===== src/rtl/regfile_pkg.sv =====
// rtl/regfile_pkg.sv - shared widths and requester encoding for the writeback arbiter
package regfile_pkg;

  localparam int XLEN       = 32;
  localparam int REG_ADDR_W = 5;
  localparam int NUM_REGS   = 32;

  // Requester identity; the value doubles as the bit index into grant vectors.
  typedef enum logic {
    REQ_ALU = 1'b0,
    REQ_MEM = 1'b1
  } req_e;

  // One-hot register mask used for scoreboard set/clear.
  function automatic logic [NUM_REGS-1:0] reg_onehot(input logic [REG_ADDR_W-1:0] addr);
    reg_onehot = NUM_REGS'(1) << addr;
  endfunction

endpackage


===== src/rtl/rr_arbiter2.sv =====
// rtl/rr_arbiter2.sv - two-input writeback arbiter, round-robin or fixed MEM priority
module rr_arbiter2
  import regfile_pkg::*;
(
  input  logic       i_clk,
  input  logic       i_rst_n,
  input  logic       i_rr_en,
  input  logic [1:0] i_req,
  input  logic       i_accept,
  output logic [1:0] o_grant
);

  // Requester that won the most recent accepted transfer.
  req_e r_last;

  // Grant is purely combinational from the requests and the last winner.
  always_comb begin
    o_grant = 2'b00;
    case (i_req)
      2'b01:   o_grant = 2'b01;
      2'b10:   o_grant = 2'b10;
      2'b11: begin
        // On a tie, round-robin favours whoever did not win last; fixed mode always favours MEM.
        if (i_rr_en && (r_last == REQ_MEM)) o_grant = 2'b01;
        else                                o_grant = 2'b10;
      end
      default: o_grant = 2'b00;
    endcase
  end

  // Pointer only moves when a grant actually turns into a transfer.
  always_ff @(posedge i_clk or negedge i_rst_n) begin
    if (!i_rst_n) begin
      r_last <= REQ_ALU;
    end else if (i_accept) begin
      r_last <= o_grant[1] ? REQ_MEM : REQ_ALU;
    end
  end

endmodule


===== src/rtl/regfile_wb_arbiter.sv =====
// rtl/regfile_wb_arbiter.sv - register-file writeback arbiter with pending-write scoreboard
module regfile_wb_arbiter #(
  parameter int XLEN  = 32,
  parameter bit RR_EN = 1'b1
) (
  input  logic                               CLK,
  input  logic                               RST_N,
  input  logic                               ALU_VALID,
  input  logic [regfile_pkg::REG_ADDR_W-1:0] ALU_RD,
  input  logic [XLEN-1:0]                    ALU_DATA,
  output logic                               ALU_READY,
  input  logic                               MEM_VALID,
  input  logic [regfile_pkg::REG_ADDR_W-1:0] MEM_RD,
  input  logic [XLEN-1:0]                    MEM_DATA,
  output logic                               MEM_READY,
  input  logic                               ISSUE_VALID,
  input  logic [regfile_pkg::REG_ADDR_W-1:0] ISSUE_RD,
  input  logic [regfile_pkg::REG_ADDR_W-1:0] ISSUE_RS1,
  input  logic [regfile_pkg::REG_ADDR_W-1:0] ISSUE_RS2,
  output logic                               HAZARD,
  output logic [regfile_pkg::NUM_REGS-1:0]   PENDING,
  output logic [regfile_pkg::REG_ADDR_W-1:0] A3,
  output logic [XLEN-1:0]                    WD3,
  output logic                               EN
);

  import regfile_pkg::*;

  logic [1:0]            w_grant;
  logic                  w_xfer;
  logic [REG_ADDR_W-1:0] w_wb_rd;
  logic [XLEN-1:0]       w_wb_data;
  logic                  w_wb_write;
  logic                  w_hazard;
  logic                  w_issue_ok;
  logic [NUM_REGS-1:0]   w_set_mask;
  logic [NUM_REGS-1:0]   w_clr_mask;
  logic [NUM_REGS-1:0]   w_pending_nxt;

  logic                  r_en;
  logic [REG_ADDR_W-1:0] r_a3;
  logic [XLEN-1:0]       r_wd3;
  logic [NUM_REGS-1:0]   r_pending;

  rr_arbiter2 u_arb (
    .i_clk    (CLK),
    .i_rst_n  (RST_N),
    .i_rr_en  (RR_EN),
    .i_req    ({MEM_VALID, ALU_VALID}),
    .i_accept (w_xfer),
    .o_grant  (w_grant)
  );

  // Ready is withheld while reset is asserted so nothing is consumed during reset.
  assign ALU_READY = RST_N & w_grant[0];
  assign MEM_READY = RST_N & w_grant[1];
  assign w_xfer    = ALU_READY | MEM_READY;

  // Select the winning requester's destination and data.
  always_comb begin
    w_wb_rd   = ALU_RD;
    w_wb_data = ALU_DATA;
    if (w_grant[1]) begin
      w_wb_rd   = MEM_RD;
      w_wb_data = MEM_DATA;
    end
  end

  // x0 writebacks are consumed but never reach the register file.
  assign w_wb_write = w_xfer && (w_wb_rd != '0);

  // Write port: one-cycle EN pulse per real write; address and data hold between writes.
  always_ff @(posedge CLK or negedge RST_N) begin
    if (!RST_N) begin
      r_en  <= 1'b0;
      r_a3  <= '0;
      r_wd3 <= '0;
    end else begin
      r_en <= w_wb_write;
      if (w_wb_write) begin
        r_a3  <= w_wb_rd;
        r_wd3 <= w_wb_data;
      end
    end
  end

  assign w_hazard   = r_pending[ISSUE_RS1] | r_pending[ISSUE_RS2] | r_pending[ISSUE_RD];
  assign w_issue_ok = ISSUE_VALID && !w_hazard;
  assign w_set_mask = (w_issue_ok && (ISSUE_RD != '0)) ? reg_onehot(ISSUE_RD) : '0;
  assign w_clr_mask = r_en ? reg_onehot(r_a3) : '0;

  // Clear first, then set, so a new issue to the register being written keeps it pending.
  assign w_pending_nxt = ((r_pending & ~w_clr_mask) | w_set_mask) & ~NUM_REGS'(1);

  // Scoreboard register.
  always_ff @(posedge CLK or negedge RST_N) begin
    if (!RST_N) begin
      r_pending <= '0;
    end else begin
      r_pending <= w_pending_nxt;
    end
  end

  assign HAZARD  = w_hazard;
  assign PENDING = r_pending;
  assign A3      = r_a3;
  assign WD3     = r_wd3;
  assign EN      = r_en;

endmodule


===== config.mk =====
export PLATFORM = sky130hd
export DESIGN_NAME = regfile_wb_arbiter
export DESIGN_NICKNAME = d
export VERILOG_FILES = /design/src/rtl/regfile_pkg.sv /design/src/rtl/rr_arbiter2.sv /design/src/rtl/regfile_wb_arbiter.sv
export SDC_FILE = /design/constraint.sdc
export NUM_CORES = 1
export LEC_CHECK = 0
export ABC_AREA = 1
export CORE_MARGIN = 4
export CORE_UTILIZATION = 46
export DETAILED_ROUTE_END_ITERATION = 10
export PLACE_DENSITY_LB_ADDON = 0.08
export SLEW_MARGIN = 20
export SYNTH_ARGS = -nofsm -noshare
export SYNTH_HDL_FRONTEND = slang
export SYNTH_SLANG_ARGS = --single-unit

===== constraint.sdc =====
create_clock -name CLK -period 2.1 [get_ports CLK]
set_input_delay 0.42 -clock CLK [delete_from_list [all_inputs] [get_ports CLK]]
set_output_delay 0.42 -clock CLK [all_outputs]
set_load 0.005 [all_outputs]

==> results.py, run 1 <==
metrics = {
    "worst_setup_path": {
        "worst-path-buf-inv": 2,
        "r2r_start": "PENDING[31]",
        "cp_top_family": "simple AND/OR/NAND/NOR gates",
        "rr_worst_depth": 12,
        "crit_required_ns": 1.68,
        "arrival_ns": 1.72,
        "ff2ff_setup_slack_ns": 0.13,
        "critPathMaxFanout": 5,
        "cpMaxStageDelayCell": "dfrtp_2",
        "path_depth": 10,
        "crit_path_frequent_cell": "nand2_1",
        "cp_slowest_stage_delay_ns": 0.48,
        "crit_start": "PENDING[31]",
        "path_cells": "nand3_1 -> nand2_1 -> nand3b_1 -> nand3_1 -> nand2_1 -> nand2_1 -> nand2_2 -> nor2_4 -> inv_1 -> buf_2",
        "start_kind": "flop",
        "reg2reg_to": "PENDING[12]",
        "critPathKind": "flop to primary output",
        "critical_path.endpoint": "HAZARD",
        "cp-end-kind": "primary output",
    },
    "clocking": {
        "cts_max_level": 3,
        "clock-root-buffer": "clkbuf_8",
        "cts_made_buffers": 9,
        "path_clk_slew_ns": 0.08,
        "clockBufferDepth": 2,
        "clock_latency_ns": 0.36,
        "cts_tree": "done",
        "cts_sinks": 70,
    },
    "die": {
        "die_width_um": 108,
        "pin_count": 167,
        "dieHeight_um": 108,
        "dieArea_um2": 11600,
        "rows": 36,
        "initial_utilization_pct": 47.2,
        "core_area_um2": 9730,
    },
    "synthesis": {
        "synth_seq_cells": 70,
        "syn_area_um2": 4590,
        "syn-num-nets": 770,
        "syn_inst": 676,
        "synth_cell_type_count": 28,
        "yosysWarningCount": 0,
        "ys_seq_area_share_pct": 38.2,
        "avgSynthCellArea_um2": 6.79,
    },
    "finish": {
        "utilization_pct": 72.7,
        "final.fill_count": 789,
        "diodes": 0,
        "final_nets": 985,
        "layout-drive-gt1-share_pct": 16.5,
        "area_growth_pct": 54.2,
    },
    "detailed_routing": {
        "vias": 5544,
        "wirelength_um": 17000,
        "drt-pass1-iter-count": 5,
        "dr.max_layer_used": "met4",
        "ant_nets": 0,
        "vias_per_cell": 5.39,
        "wl_met1_um": 6500,
        "wl_met2_um": 8160,
        "drt_iter0_markers": 448,
        "wl_per_cell_um": 16.5,
        "wl_met3_um": 1750,
        "drc": 0,
    },
    "sta": {
        "tightest_slew_ns": 0.870,
        "rsz0062_at_grt": "yes",
        "setup-violations-final": 1,
        "period_share_pct": 102,
        "skew_ns": 0.0172,
        "slew_viol_final": 0,
        "maxSlewHeadroom_pct": 42.0,
        "finalWorstSetupSlack_ns": -0.0378,
        "fmax_mhz": 468,
        "finalCriticalPeriod_ns": 2.14,
        "hold_viol_final": 0,
    },
    "placement": {
        "io_buffers": 165,
        "hpwl_um": 12800,
        "pre_cts_slack_ns": -0.690,
        "gp_congestion": 0.967,
    },
    "grt": {
        "overflow": 0,
        "antenna_found_initial": 0,
        "grt_pass1_wl_um": 26900,
        "grt_max_degree": 70,
        "grt_usage_pct": 29.5,
        "grt_pass1_vias": 5318,
    },
    "power": {
        "clock_power_share_pct": 16.9,
        "pwr-share-comb_pct": 46.9,
        "internal-power_uw": 4210,
        "switching_share_pct": 38.2,
        "seqPwrFrac_pct": 36.2,
        "power_switching_uw": 2610,
        "irDropWorstVdd_mv": 0.530,
        "p_leak_uw": 0.00323,
        "power_density_nw_per_um2": 963,
    },
    "outcome": {
        "status": "finished, violations left",
        "violations": "negative setup slack",
    },
    "min_path": {
        "hold_path_class": "input pin to async pin",
    },
    "flow_run": {
        "drv_cap": 0,
    },
}
==> synthesized netlist by cell type, drive strengths merged <==
master / number / share of area (%)
inv: 38 / 3.1
nor3: 4 / 0.44
nand4: 9 / 1.2
nand3b: 1 / 0.16
buf: 28 / 4.2
mux2i: 1 / 0.22
nand2: 218 / 18
nor4: 5 / 0.68
clkinv: 1 / 0.082
nand3: 105 / 12
o21ai: 41 / 4.5
conb: 1 / 0.082
o31ai: 33 / 5.4
o22ai: 1 / 0.14
a21oi: 35 / 3.8
nor2: 65 / 5.6
dfrtp: 70 / 38
or2: 1 / 0.14
clkbuf: 18 / 1.5
o41ai: 1 / 0.19
==> metal layers <==
| layer | global-route usage (%) | vias up |
|---|---|---|
| met4 | 12.3 | 0 |
| met3 | 7.50 | 39 |
| met2 | 49.5 | 287 |
| li1 | - | 2686 |
| met5 | 0 | - |
| met1 | 36.0 | 2532 |
==> kinds of logic (layout without fill, tap and decap cells) <==
family	after synthesis	in the layout	synth area share (%)
other	1	1	0.0817
flip-flops	70	70	38.2
AND/OR/NAND/NOR	408	408	38.7
buffers and inverters	85	305	8.83
multiplexers	1	1	0.218
AO/OA/AOI/OAI	111	111	14.0
==> worst min path at each step <==
stage               startpoint      endpoint  depth (start not counted)
finish                   RST_N  u_arb.r_last                          2
global route             RST_N  u_arb.r_last                          2
CTS                      RST_N  u_arb.r_last                          2
detailed placement       RST_N  u_arb.r_last                          1
global placement         RST_N  u_arb.r_last                          1
floorplan                RST_N         A3[0]                          0
==> layout by cell type, fill, tap and decap left out, types with 5 or more instances in the layout <==
cell / synthesis / layout
nand2_1: 215 / 213
clkdlybuf4s50_1: 0 / 152
nand3_1: 96 / 95
buf_4: 6 / 73
nor2_1: 63 / 62
dfrtp_1: 70 / 60
o21ai_0: 40 / 38
a21oi_1: 35 / 34
o31ai_1: 33 / 33
inv_1: 35 / 28
dfrtp_2: 0 / 10
nand3_2: 9 / 10
clkbuf_8: 0 / 10
nand4_1: 9 / 9
inv_2: 3 / 8
buf_6: 6 / 8
dlygate4sd2_1: 0 / 6
nor4_1: 5 / 5
==> registers in the layout, indices dropped and copies added, names as in the netlist <==
name	cells
WD3	32
u_arb.r_last	1
A3	5
PENDING	31
EN	1
==> layout make-up <==
type / instances / area [um^2] / share of cell area, %
timing repair buffer: 250 / 2320 / 32.8
tap: 133 / 166 / 2.35
clock inverter: 6 / 68.8 / 0.972
inverter: 39 / 151 / 2.14
clock buffer: 10 / 138 / 1.94
sequential: 70 / 1760 / 24.9
multi-input combinational: 521 / 2470 / 34.9
==> power groups by stage <==
| stage | registers [uW] | logic, uW | clock network [uW] |
|---|---|---|---|
| floorplan | 2230 | 1140 | 0 |
| global placement | 2440 | 3060 | 0 |
| detailed placement | 2440 | 3120 | 0 |
| CTS | 2440 | 3160 | 1160 |
| global route | 2510 | 3500 | 1230 |
| finish | 2470 | 3200 | 1150 |
==> metrics by stage <==
step	hold slack (ns)	area [um^2]	cells	total power, uW	TNS [ns]
after floorplan	0.124	4590	676	3370	0
after global placement	0.227	6780	1008	5500	-15.57
after detailed placement	0.231	6780	1008	5570	-18.24
after CTS	0.389	7050	1028	6760	-0.0599
after global routing	0.426	7080	1029	7230	-0.135
final	0.419	7080	1029	6820	-0.0378
==> timing repair <==
action                                  in CTS  in global routing
hold buffers                                 1                  0
buffers inserted                             3                  1
resized for setup                           41                 21
endpoints found under the setup margin      11                 25
hold endpoints to repair                     1                  0
pin swaps                                    9                  4
Note: power is estimated with default switching activity, not from simulation.
==> inputs of run 2 (changes only) <==
Settings changed: SKIP_LAST_GASP set to 1.
==> run 2 against run 1 <==
The run still ends with negative setup slack left. Clock skew about the same. Non-clock buffer count did not move. Flip-flop and latch count is the same. Register-to-register slack lost 0.02 ns. Sequential share of layout area unchanged. Die area unchanged. Design area unchanged. Critical path depth did not move. Maximum frequency is essentially flat. Clock-buffer cell count unchanged. Critical path type unchanged. Highest routed layer unchanged.
==> results.py, run 2 (same netlist as run 1, synthesis figures left out) <==
metrics = {
    "worst_setup_path": {
        "arrival_ns": 1.72,
        "start_kind": "flop",
        "critPathKind": "flop to primary output",
        "crit_required_ns": 1.68,
        "rr_worst_depth": 12,
        "cp-end-kind": "primary output",
        "cp_slowest_stage_delay_ns": 0.48,
        "cpMaxStageDelayCell": "dfrtp_2",
        "crit_path_frequent_cell": "nand2_1",
        "path_cells": "nand3_1 -> nand2_1 -> nand3b_1 -> nand3_1 -> nand2_1 -> nand2_1 -> nand2_2 -> nor2_4 -> inv_1 -> clkbuf_2",
        "critPathMaxFanout": 5,
    },
    "sta": {
        "fmax_mhz": 468,
        "rsz0062_at_grt": "yes",
        "slew_viol_final": 0,
        "timing.hold.ws_ns": 0.420,
        "finalCriticalPeriod_ns": 2.14,
        "skew_ns": 0.0171,
        "maxSlewHeadroom_pct": 42.1,
        "setup-violations-final": 1,
        "tightest_slew_ns": 0.868,
        "period_share_pct": 102,
        "finalWorstSetupSlack_ns": -0.0383,
        "hold_viol_final": 0,
    },
    "die": {
        "pin_count": 167,
        "dieArea_um2": 11600,
        "initial_utilization_pct": 47.2,
        "rows": 36,
        "die_width_um": 108,
        "core_area_um2": 9730,
        "dieHeight_um": 108,
    },
    "flow_run": {
        "drv_cap": 0,
    },
    "finish": {
        "final_nets": 985,
        "final_common_cell": "nand2_1",
        "final_cell_mix": "213 x nand2_1, 152 x clkdlybuf4s50_1, 95 x nand3_1, 73 x buf_4, 62 x nor2_1",
        "layout-drive-gt1-share_pct": 16.5,
        "area_growth_pct": 54.2,
        "largest_register_ffs": 32,
        "diodes": 0,
        "final.fill_count": 789,
        "instances_no_fill": 1029,
    },
    "grt": {
        "grt_usage_pct": 29.5,
        "grt_pass1_wl_um": 26900,
        "busiest_layer": "met2",
        "grt_max_degree": 70,
        "antenna_found_initial": 0,
        "gr-usage-met2_pct": 49.5,
        "met1_usage_pct": 36.0,
        "met3_usage_pct": 7.50,
        "overflow": 0,
        "grt_pass1_vias": 5318,
    },
    "outcome": {
        "violations": "negative setup slack",
        "status": "finished, violations left",
    },
    "detailed_routing": {
        "wirelength_um": 17000,
        "vias": 5544,
        "vias_per_cell": 5.39,
        "wl_per_cell_um": 16.5,
        "drt-pass1-iter-count": 7,
        "ant_nets": 0,
        "drc": 0,
        "drt_iter0_markers": 441,
    },
    "clocking": {
        "cts_sinks": 70,
        "cts_tree": "done",
        "clock_latency_ns": 0.36,
        "path_clk_slew_ns": 0.09,
        "cts_max_level": 3,
        "cts_made_buffers": 9,
        "clockBufferDepth": 2,
        "clock-root-buffer": "clkbuf_8",
    },
    "placement": {
        "hpwl_um": 12800,
        "dp_cells": 1008,
        "gp_congestion": 0.967,
        "io_buffers": 165,
    },
    "power": {
        "p_leak_uw": 0.00323,
        "power_density_nw_per_um2": 963,
        "power_uw": 6820,
        "irDropWorstVdd_mv": 0.529,
    },
    "min_path": {
        "hold_path_class": "input pin to async pin",
    },
}
## run 2: cell count changes in the layout (fill, tap and decap cells not counted)
cell,before,now
buf_2,2,1
clkbuf_2,4,5
## run 2: power breakdown
part	leakage [uW]	total [uW]	switching [uW]	internal [uW]
registers	0.000803	2460	649	1820
clock network	0.000103	1150	562	589
logic	0.00232	3200	1390	1810
total	0.00323	6820	2600	4210
## run 2: layer usage
metal  routed length [um]  vias up
met3                 1690       32
met5                    0        -
met2                 8160      281
met1                 6630     2547
met4                  539        0
li1                     -     2684
## run 2: layout make-up
cell class / count / area [um^2] / share of cell area (%)
clock buffers: 10 / 138 / 1.94
clock inverters: 6 / 68.8 / 0.972
inverters: 39 / 151 / 2.14
multi-input cells: 521 / 2470 / 34.9
flip-flops and latches: 70 / 1760 / 24.9
well taps: 133 / 166 / 2.35
repair buffers: 250 / 2320 / 32.8
## run 2: per-stage QoR
step | setup TNS, ns | util, % | instance area, um^2 | worst slack [ns]
floorplan | 0 | - | 4590 | 0.106
global placement | -15.57 | 69.7 | 6780 | -0.690
detailed placement | -18.24 | 69.7 | 6780 | -0.690
CTS | -0.158 | 72.5 | 7060 | -0.158
global route | -0.124 | 72.7 | 7080 | -0.124
finish | -0.0383 | 72.7 | 7080 | -0.0383
## run 2: worst paths after layout
path | from | to | slack [ns]
worst max-delay path | PENDING[31] | HAZARD | -0.04
worst min register to register | WD3[14] | WD3[14] | 0.48
worst min-delay path | RST_N | u_arb.r_last | 0.42
worst max register to register | PENDING[31] | PENDING[12] | 0.11
max in group asynchronous | RST_N | PENDING[27] | 0.59
min in group CLK | WD3[14] | WD3[14] | 0.48
## run 2: what timing repair did
action | CTS | global route
gates resized for setup | 39 | 22
buffers inserted | 3 | 1
pin swaps | 8 | 4
setup endpoints to repair | 11 | 25
hold endpoints to repair | 1 | 0
hold buffers | 1 | 0
gates cloned | 0 | 0
## run 2: worst max-delay path: cells and delay by family, from the launching register on
kind                   cells  cell delay, ns
buffers and inverters      2            0.16
flip-flops                 1            0.48
AND/OR/NAND/NOR            8            0.73
